## src/rtl/loop_pkg.sv

```systemverilog
// Shared types and constants for the loop detector / replay streamer pair.
package loop_pkg;

  localparam int unsigned DEFAULT_ADDR_WIDTH = 6;
  localparam int unsigned PC_STEP            = 4;

  typedef enum logic [1:0] {
    IDLE,
    STREAM,
    EXIT
  } replay_state_t;

  typedef struct packed {
    logic [31:0] pc;
    logic [31:0] instruction;
  } replay_beat_t;

  // PC of the idx-th instruction after base (32-bit wrap).
  function automatic logic [31:0] pc_offset(input logic [31:0] base, input logic [31:0] idx);
    return base + idx * 32'(PC_STEP);
  endfunction

endpackage

```

## src/rtl/loop_replay_queue.sv

```systemverilog
// Small FIFO of {pc, instruction} beats between the cache read pipe and IF/ID.
module loop_replay_queue
  import loop_pkg::*;
#(
  parameter int unsigned Q_DEPTH = 4,
  localparam int unsigned CW = $clog2(Q_DEPTH + 1)
) (
  input  logic         clk,
  input  logic         reset,
  input  logic         clear,
  input  logic         push,
  input  replay_beat_t push_data,
  input  logic         pop,
  output replay_beat_t head,
  output logic         empty,
  output logic [CW-1:0] occupancy
);

  localparam int unsigned IW = (Q_DEPTH > 1) ? $clog2(Q_DEPTH) : 1;

  replay_beat_t  mem_q [Q_DEPTH];
  logic [IW-1:0] wr_q;
  logic [IW-1:0] rd_q;
  logic [CW-1:0] count_q;

  function automatic logic [IW-1:0] next_idx(input logic [IW-1:0] idx);
    return (idx == IW'(Q_DEPTH - 1)) ? '0 : idx + IW'(1);
  endfunction

  always_ff @(posedge clk) begin
    if (reset || clear) begin
      wr_q    <= '0;
      rd_q    <= '0;
      count_q <= '0;
    end else begin
      if (push) wr_q <= next_idx(wr_q);
      if (pop)  rd_q <= next_idx(rd_q);
      unique case ({push, pop})
        2'b10:   count_q <= count_q + CW'(1);
        2'b01:   count_q <= count_q - CW'(1);
        default: count_q <= count_q;
      endcase
    end
  end

  // Storage needs no reset; count_q alone decides what is valid.
  always_ff @(posedge clk) begin
    if (push) mem_q[wr_q] <= push_data;
  end

  assign head      = mem_q[rd_q];
  assign empty     = (count_q == '0);
  assign occupancy = count_q;

endmodule

```

## src/rtl/loop_replay_streamer.sv

```systemverilog
// Replays a captured loop from the uop cache to IF/ID, tagging each beat with its PC,
// and redirects fetch to the fall-through PC on loop exit.
module loop_replay_streamer
  import loop_pkg::*;
#(
  parameter int unsigned ADDR_WIDTH = DEFAULT_ADDR_WIDTH,
  parameter int unsigned Q_DEPTH    = 4
) (
  input  logic                  clk,
  input  logic                  reset,
  input  logic                  start,
  input  logic [ADDR_WIDTH:0]   loop_len,
  input  logic [31:0]           loop_base_pc,
  input  logic                  mispredict,
  output logic                  rd_en,
  output logic [ADDR_WIDTH-1:0] rd_addr,
  input  logic [31:0]           rd_data,
  output logic                  out_valid,
  input  logic                  out_ready,
  output logic [31:0]           out_instruction,
  output logic [31:0]           out_pc,
  output logic                  block_fetch,
  output logic                  redirect_valid,
  output logic [31:0]           redirect_pc,
  output logic [15:0]           iter_count
);

  localparam int unsigned LW          = ADDR_WIDTH + 1;
  localparam int unsigned CACHE_DEPTH = 1 << ADDR_WIDTH;
  localparam int unsigned CW          = $clog2(Q_DEPTH + 1);

  replay_state_t         state_q, state_d;
  logic [ADDR_WIDTH-1:0] ptr_q;
  logic [LW-1:0]         len_q;
  logic [31:0]           base_q;
  logic [15:0]           iter_q;
  logic                  pend_q;
  logic [31:0]           pend_pc_q;

  replay_beat_t  q_head;
  logic          q_empty;
  logic [CW-1:0] q_occupancy;

  logic start_ok;
  logic last_idx;
  logic flush;

  assign start_ok = start && (loop_len != '0) && (32'(loop_len) <= CACHE_DEPTH);
  assign last_idx = ({1'b0, ptr_q} == len_q - LW'(1));
  assign flush    = (state_q == STREAM) && mispredict;

  always_ff @(posedge clk) begin
    if (reset) state_q <= IDLE;
    else       state_q <= state_d;
  end

  always_comb begin
    state_d = state_q;
    unique case (state_q)
      IDLE:    if (start_ok) state_d = STREAM;
      STREAM:  if (mispredict) state_d = EXIT;
      EXIT:    state_d = IDLE;
      default: state_d = IDLE;
    endcase
  end

  // Issue only while queue slots cover everything already in flight, so pushes never overflow.
  always_comb begin
    rd_en           = 1'b0;
    rd_addr         = '0;
    out_valid       = 1'b0;
    out_instruction = '0;
    out_pc          = '0;
    block_fetch     = 1'b0;
    redirect_valid  = 1'b0;
    redirect_pc     = '0;
    unique case (state_q)
      STREAM: begin
        block_fetch = 1'b1;
        rd_en       = (32'(q_occupancy) + 32'(pend_q)) < Q_DEPTH;
        if (rd_en) rd_addr = ptr_q;
        out_valid = !q_empty;
        if (!q_empty) begin
          out_instruction = q_head.instruction;
          out_pc          = q_head.pc;
        end
      end
      EXIT: begin
        redirect_valid = 1'b1;
        redirect_pc    = pc_offset(base_q, 32'(len_q));
      end
      default: ;
    endcase
  end

  // Read pointer, loop bookkeeping and the one-deep read-pipe PC tag.
  always_ff @(posedge clk) begin
    if (reset) begin
      ptr_q     <= '0;
      len_q     <= '0;
      base_q    <= '0;
      iter_q    <= '0;
      pend_q    <= 1'b0;
      pend_pc_q <= '0;
    end else begin
      pend_q <= rd_en && !flush;
      if (rd_en) pend_pc_q <= pc_offset(base_q, 32'(ptr_q));
      if ((state_q == IDLE) && start_ok) begin
        base_q <= loop_base_pc;
        len_q  <= loop_len;
        ptr_q  <= '0;
        iter_q <= '0;
      end else if (rd_en) begin
        ptr_q <= last_idx ? '0 : ptr_q + ADDR_WIDTH'(1);
        if (last_idx && (iter_q != 16'hFFFF)) iter_q <= iter_q + 16'd1;
      end
    end
  end

  assign iter_count = iter_q;

  loop_replay_queue #(
    .Q_DEPTH(Q_DEPTH)
  ) u_queue (
    .clk       (clk),
    .reset     (reset),
    .clear     (flush),
    .push      ((state_q == STREAM) && pend_q),
    .push_data ('{pc: pend_pc_q, instruction: rd_data}),
    .pop       (out_valid && out_ready),
    .head      (q_head),
    .empty     (q_empty),
    .occupancy (q_occupancy)
  );

endmodule
```

## config.mk

```make
export PLATFORM = sky130hd
export DESIGN_NAME = loop_replay_streamer
export DESIGN_NICKNAME = d
export VERILOG_FILES = /design/src/rtl/loop_pkg.sv /design/src/rtl/loop_replay_queue.sv /design/src/rtl/loop_replay_streamer.sv
export SDC_FILE = /design/constraint.sdc
export NUM_CORES = 1
export LEC_CHECK = 0
export CAP_MARGIN = 30
export CORE_MARGIN = 2
export CORE_UTILIZATION = 50
export CTS_BUF_LIST = sky130_fd_sc_hd__clkbuf_8
export CTS_CLUSTER_SIZE = 8
export DETAILED_ROUTE_END_ITERATION = 10
export PLACE_DENSITY = 0.76
export REMOVE_ABC_BUFFERS = 1
export SKIP_CTS_REPAIR_TIMING = 1
export SYNTH_ARGS = -nofsm -noshare
export SYNTH_HDL_FRONTEND = slang
export SYNTH_HIERARCHICAL = 1
export SYNTH_SLANG_ARGS = --single-unit
```

## constraint.sdc

```tcl
create_clock -name clk -period 2.8 [get_ports clk]
set_input_delay 0.56 -clock clk [delete_from_list [all_inputs] [get_ports clk]]
set_output_delay 0.56 -clock clk [all_outputs]
set_load 0.01 [all_outputs]
```

# After elaboration in Yosys (flattened, before gate mapping)
# Memories as Yosys holds them, arrays and structs flattened. A register that Yosys moved wholly into a read port is not among the register bits.
# Cells that the tools add are included.
# Widths: inputs -> output; s select.
dict set report word_totals {
  romBits 0
  input_bits 76
  output_inout_bits 122
  ramBits 256
  ff_bits 103
  memories 1
  latch_bits 0
}
# name words width rd rd_ports_with_merged_regs write_ports line_no
set memory_table {}
lappend memory_table {u_queue.mem_q 4 64 1 1 1 loop_replay_queue.sv:21} ;# replay_beat_t mem_q [Q_DEPTH];
dict set report op_classes {
  addsub 10
  n_mul 0
  n_shift 0
  eq_ne 10
  n_div 0
  muxes 22
  n_bitwise 0
  n_lt_le_gt_ge 2
  n_reduce_logical 18
}
# operator count
set op_table {}
lappend op_table {{$mux 32} 5}
lappend op_table {{$add 32x8->32} 1}
lappend op_table {{$add 32x9->32} 1}
lappend op_table {{$mux 6} 3}
lappend op_table {{$add 16x1->16 const B} 1}
lappend op_table {{$ne 16x16->1 const B} 1}
lappend op_table {{$mux 2} 6}
lappend op_table {{$eq 2x2->1 const B} 4}
lappend op_table {{$logic_and 1x1->1} 8}
lappend op_table {{$eq 6x7->1} 1}
lappend op_table {{$le 7x7->1 const B} 1}
lappend op_table {{$reduce_bool 7->1} 1}
lappend op_table {{$sub 7x1->7 const B} 1}
lappend op_table {{$add 6x1->6 const B} 1}
lappend op_table {{$mux 1} 6}
lappend op_table {{$pmux 3 s2} 1}
lappend op_table {{$add 2x1->2 const B} 2}
lappend op_table {{$add 3x1->4} 1}
lappend op_table {{$eq 2x1->1 const B} 2}
lappend op_table {{$lt 4x3->1 const B} 1}
lappend op_table {{$ne 2x2->1 const B} 2}
lappend op_table {{$pmux 2 s2} 1}
lappend op_table {{$reduce_and 2->1} 2}
lappend op_table {{$add 3x1->3 const B} 1}
lappend op_table {{other kinds (7)} 8}

# Logic depth before layout (Yosys ltp)
dict set report depth {
  word_depth 6
  ltp_mapped 11
  depth_no_buf 10
}

# Modules after synthesis
# Netlist, hierarchy kept.
# mod seq_area_each_um2 instances cells_per_inst area_per_inst_um2
set by_module_without_submodules {}
lappend by_module_without_submodules {loop_replay_queue 7867.5 1 383 9761.9}
lappend by_module_without_submodules {loop_replay_streamer 1921.8 1 811 6033.3}

# Worst setup path after synthesis
# Ideal clock, no wire load.
dict set report synth_timing {
  kind {reg2out}
  start {register len_q[1]}
  end {output port redirect_pc[26]}
  path_buffers 1
  setup_slack_ns -0.018
  path_stages_with_launch 10
  arrival_time_ns 2.258
  path_cell_list {dfxtp_1 inv_1 fa_1 nor2b_1 o21a_1 o21ai_0 clkbuf_1 a2111oi_0 xnor2_1 nor2_1}
}
dict set report synth_via {
  elab_chain_cells 2
}
# element line_no
set synth_rtl {}
lappend synth_rtl {{start: declaration} loop_replay_streamer.sv:34} ;# logic [LW-1:0] len_q;
lappend synth_rtl {{start signal: assignment} loop_replay_streamer.sv:110} ;# len_q <= loop_len;
lappend synth_rtl {{$add 32x9->32} loop_pkg.sv:20} ;# return base + idx * 32'(PC_STEP);
lappend synth_rtl {{$mux 32} loop_replay_streamer.sv:77} ;# unique case (state_q)
lappend synth_rtl {{end: declaration} loop_replay_streamer.sv:24} ;# output logic [31:0] redirect_pc,
# Every way passes these cells.

# Worst setup path after layout
dict set report layout_timing {
  start {register base_q[2]}
  end {output port redirect_pc[30]}
}
dict set report layout_via {
  elab_chain_cells 2
}
# element line_no
set layout_rtl {}
lappend layout_rtl {{start: declaration} loop_replay_streamer.sv:35} ;# logic [31:0] base_q;
lappend layout_rtl {{start signal: assignment} loop_replay_streamer.sv:109} ;# base_q <= loop_base_pc;
lappend layout_rtl {{$add 32x9->32} loop_pkg.sv:20}
lappend layout_rtl {{$mux 32} loop_replay_streamer.sv:77}
# Every way passes these cells.

==> out/metrics.csv <==
metric,value,unit
slowest CP cell,dfxtp_2,
yosys warns,6,
CTS H-tree lvls,2,
area of the multi-input gates,0.00597,mm²
Tot GR Track Use,21.6,%
Gate power share,5.5,%
DP Wirelength,24500,µm
reg2reg setup slack,0.18,ns
global-route wire length before repair,55900,µm
end of the worst hold path,base_q[8],
critical path endpoint category,primary output,
layout cell share with drive strength beyond 1,26.0,%
Setup WS pre-CTS,-0.549,ns
post-synthesis mux area share,9.41,%
fin nets,1635,
CP Launch Type,flip-flop,
die area,0.0330,mm²
number of synthesized flops with an enable pin,256,
Final GP Congestion,0.908,
"Avg Cell Area, Syn",13.2,µm²
worst vdd ir,0.000384,V
synthesis-to-finish area growth,31.9,%
Final Critical Period,3.41,ns
Clk pwr share,37.8,%
largest family of logic cells by synthesized area,simple AND/OR/NAND/NOR gates,
Reg power frac,56.7,%
Worst EP arrival,2.85,ns
placed inst area,0.0188,mm²
number of global-route vias before repair,10700,
Hold Path Cell Cnt,3,
xor/xnor share of the synthesized area,3.44,%
"most common cell after layout, fill and taps aside",edfxtp_1,
drt wl/cell,19.2,µm
Routed WL,37900,µm
Clock transition at path regs,0.06,ns
Max-slew headroom,54.4,%
Crit Path Max Fanout,5,
internal power,8.01,mW
core footprint,0.0313,mm²
failing checks,negative setup slack,
Max Freq,293,MHz
CTS buffer count,56,
Main synth FF type,edfxtp_1,
fin worst setup slack,-0.613,ns
Net Sw Power,2.27,mW
Final setup viols,27,
status,"complete, but fails checks",
"flops & latches, synth",361,
clk buf depth,3,
DR pass1 iterations,6,
Worst-Margin Slew,0.677,ns
grt total ovfl,0,
final worst path period share,122,%
Worst Setup Path Type,flip-flop to primary output,
most frequent cells in the layout,"256 x edfxtp_1, 113 x buf_4, 111 x nand2_1, 97 x clkdlybuf4s50_1, 94 x dfxtp_1",
vias per inst,5.48,
initial antenna violation count,0,
IO Port Bufs,197,
CP cell instances,"ha_4, inv_2, fa_2, nor2b_2, o21a_1, o21ai_2, buf_6, a2111oi_2, buf_4, xnor2_1, nor2_1, buf_2",
"Async S/R FF share, synth",0,%
Fill cells,2227,
FF-to-FF End,iter_count[5],
max-slew violation count,0,
worst skew pair latency,0.60,ns
diodes inserted,0,
Util after Layout,66.6,%
Compound-Gate Fraction of Synth Area,6.74,%
IO Count,198,
Sw Share,22.0,%
Synth Area in Simple Gates,13.1,%
CTS tree,yes,
root buffer cell,clkbuf_8,
sequential cell area,0.00981,mm²
DR vias,10800,
largest net degree at the start of global routing,53,
leakage power,8.29,nW
power per cell area,493,mW/mm²
library cells used by synthesis,66,
fin area,0.0208,mm²
Die H,182,µm
Die X-Extent,182,µm
"Seq/Total Area, Yosys",62.0,%
clk sink count,361,
DRT iter0 DRCs,675,
Worst R2R Path Depth,10,
Critical Path RT,2.24,ns
Initial Util,50.4,%
ANT nets after route,0,
max-cap viol count,0,
CP peak stage delay,0.35,ns
Rows,65,
Post-Syn Instances,1194,
total chip power,10.3,mW
Hold WC Path Type,input pin to flip-flop,
Hold Fails Final Rpt,0,
Residual DRC,0,
hold path start,reset,
r2r startpoint,len_q[0],
clk_skew,0.0164,ns
Post-Synth Adder-Cell Area,2.12,%
worst hold margin,0.418,ns
unrepaired setup endpoints after global routing,true,
post-synthesis cell area,0.0158,mm²
power groups by stage:
stage	sequential, mW	combinational, mW	clock [mW]
after floorplan	5.94	0.205	0
after global placement	5.93	0.512	0
after detailed placement	5.94	0.522	0
after CTS	5.82	0.526	3.96
after global routing	5.83	0.612	4.20
final	5.83	0.563	3.89
stage by stage:
| stage | setup TNS (ns) | cells |
|---|---|---|
| 2_1_floorplan | -133.69 | 1125 |
| 6_report | -9.96 | 1972 |
| 3_3_place_gp | -5.30 | 1831 |
| 4_1_cts | -39.35 | 1925 |
| 5_1_grt | -13.50 | 1972 |
| 3_5_place_dp | -6.72 | 1831 |
cells in the mapped netlist (3+ instances only):
| cell | n | share of area (%) |
|---|---|---|
| nand3_1 | 25 | 0.79 |
| mux4_1 | 4 | 0.67 |
| o31ai_1 | 5 | 0.24 |
| mux4_2 | 60 | 8.6 |
| or2_2 | 4 | 0.16 |
| edfxtp_1 | 256 | 49 |
| a211oi_1 | 9 | 0.43 |
| a2111oi_0 | 5 | 0.28 |
| inv_1 | 26 | 0.62 |
| a21boi_0 | 3 | 0.14 |
| nor3b_1 | 4 | 0.19 |
| nand4_1 | 12 | 0.48 |
| clkbuf_1 | 37 | 0.88 |
| nand2_1 | 112 | 2.7 |
| or4_1 | 5 | 0.24 |
| fa_1 | 3 | 0.38 |
| a21oi_1 | 88 | 2.8 |
| and3_1 | 8 | 0.32 |
| and2_1 | 81 | 3.2 |
| buf_2 | 16 | 0.51 |
| nand2b_1 | 6 | 0.24 |
| xor2_1 | 11 | 0.61 |
| nor3_1 | 31 | 0.98 |
| o21ai_0 | 43 | 1.4 |
| ha_1 | 22 | 1.7 |
| dfxtp_1 | 105 | 13 |
| buf_1 | 3 | 0.071 |
| nor2_1 | 70 | 1.7 |
| buf_12 | 6 | 0.76 |
| nor4_1 | 9 | 0.36 |
| xnor2_1 | 51 | 2.8 |
| mux2i_1 | 3 | 0.19 |
| o21a_1 | 10 | 0.48 |
| or3_1 | 14 | 0.55 |
| and4_1 | 5 | 0.28 |
| buf_6 | 3 | 0.21 |
how the worst max path moves through the flow:
stage                           start         endpoint  slack (ns)  cells past startpoint
after floorplan           loop_len[0]         ptr_q[1]       -1.40                      6
after global placement       len_q[0]  redirect_pc[30]       -0.47                     12
after detailed placement     len_q[0]  redirect_pc[30]       -0.55                     12
after CTS                    len_q[0]  redirect_pc[30]       -1.19                     12
after global routing        base_q[2]  redirect_pc[22]       -0.73                     12
final                       base_q[2]  redirect_pc[30]       -0.61                     12
sequential cells by signal, indices dropped and copies added (netlist names), named ones only:
name,flops
base_q,32
iter_count,16
len_q,7
pend_pc_q,32
pend_q,1
ptr_q,6
state_q,2
u_queue/mem_q,256
u_queue/occupancy,3
u_queue/rd_q,2
u_queue/wr_q,2
layout make-up:
type | instances | share of cell area [%]
clock buffer | 60 | 3.96
clock inverter | 34 | 0.769
inverter | 27 | 0.504
multi-input combinational | 737 | 28.6
sequential | 361 | 47.1
tap | 402 | 2.41
timing repair buffer | 350 | 16.6
timing repair inverter | 1 | 0.0240
routing by layer:
metal | part of all wire, % | global-route usage, %
met5 | 0 | 0
met3 | 6.0 | 4.03
met2 | 50 | 36.9
met4 | 2.5 | 7.12
met1 | 41 | 28.0
worst max-delay path, delay by kind of cell (launching register included):
| kind | cells | cell delay (ns) |
|---|---|---|
| AOI/OAI and AO/OA | 3 | 0.60 |
| and+or+nand+nor | 2 | 0.20 |
| DFF | 1 | 0.35 |
| adders and majority gates | 2 | 0.47 |
| xor gates and xnor gates | 1 | 0.11 |
| buffers and inverters | 4 | 0.52 |
cell families after synthesis:
logic type,Yosys count
multiplexers,67
flip-flops,361
AND/OR/NAND/NOR,402
buffers and inverters,96
AO/OA/AOI/OAI,181
adder cells (fa/ha/maj),25
XOR/XNOR,62
No activity file was read; power rests on OpenSTA's default activity.
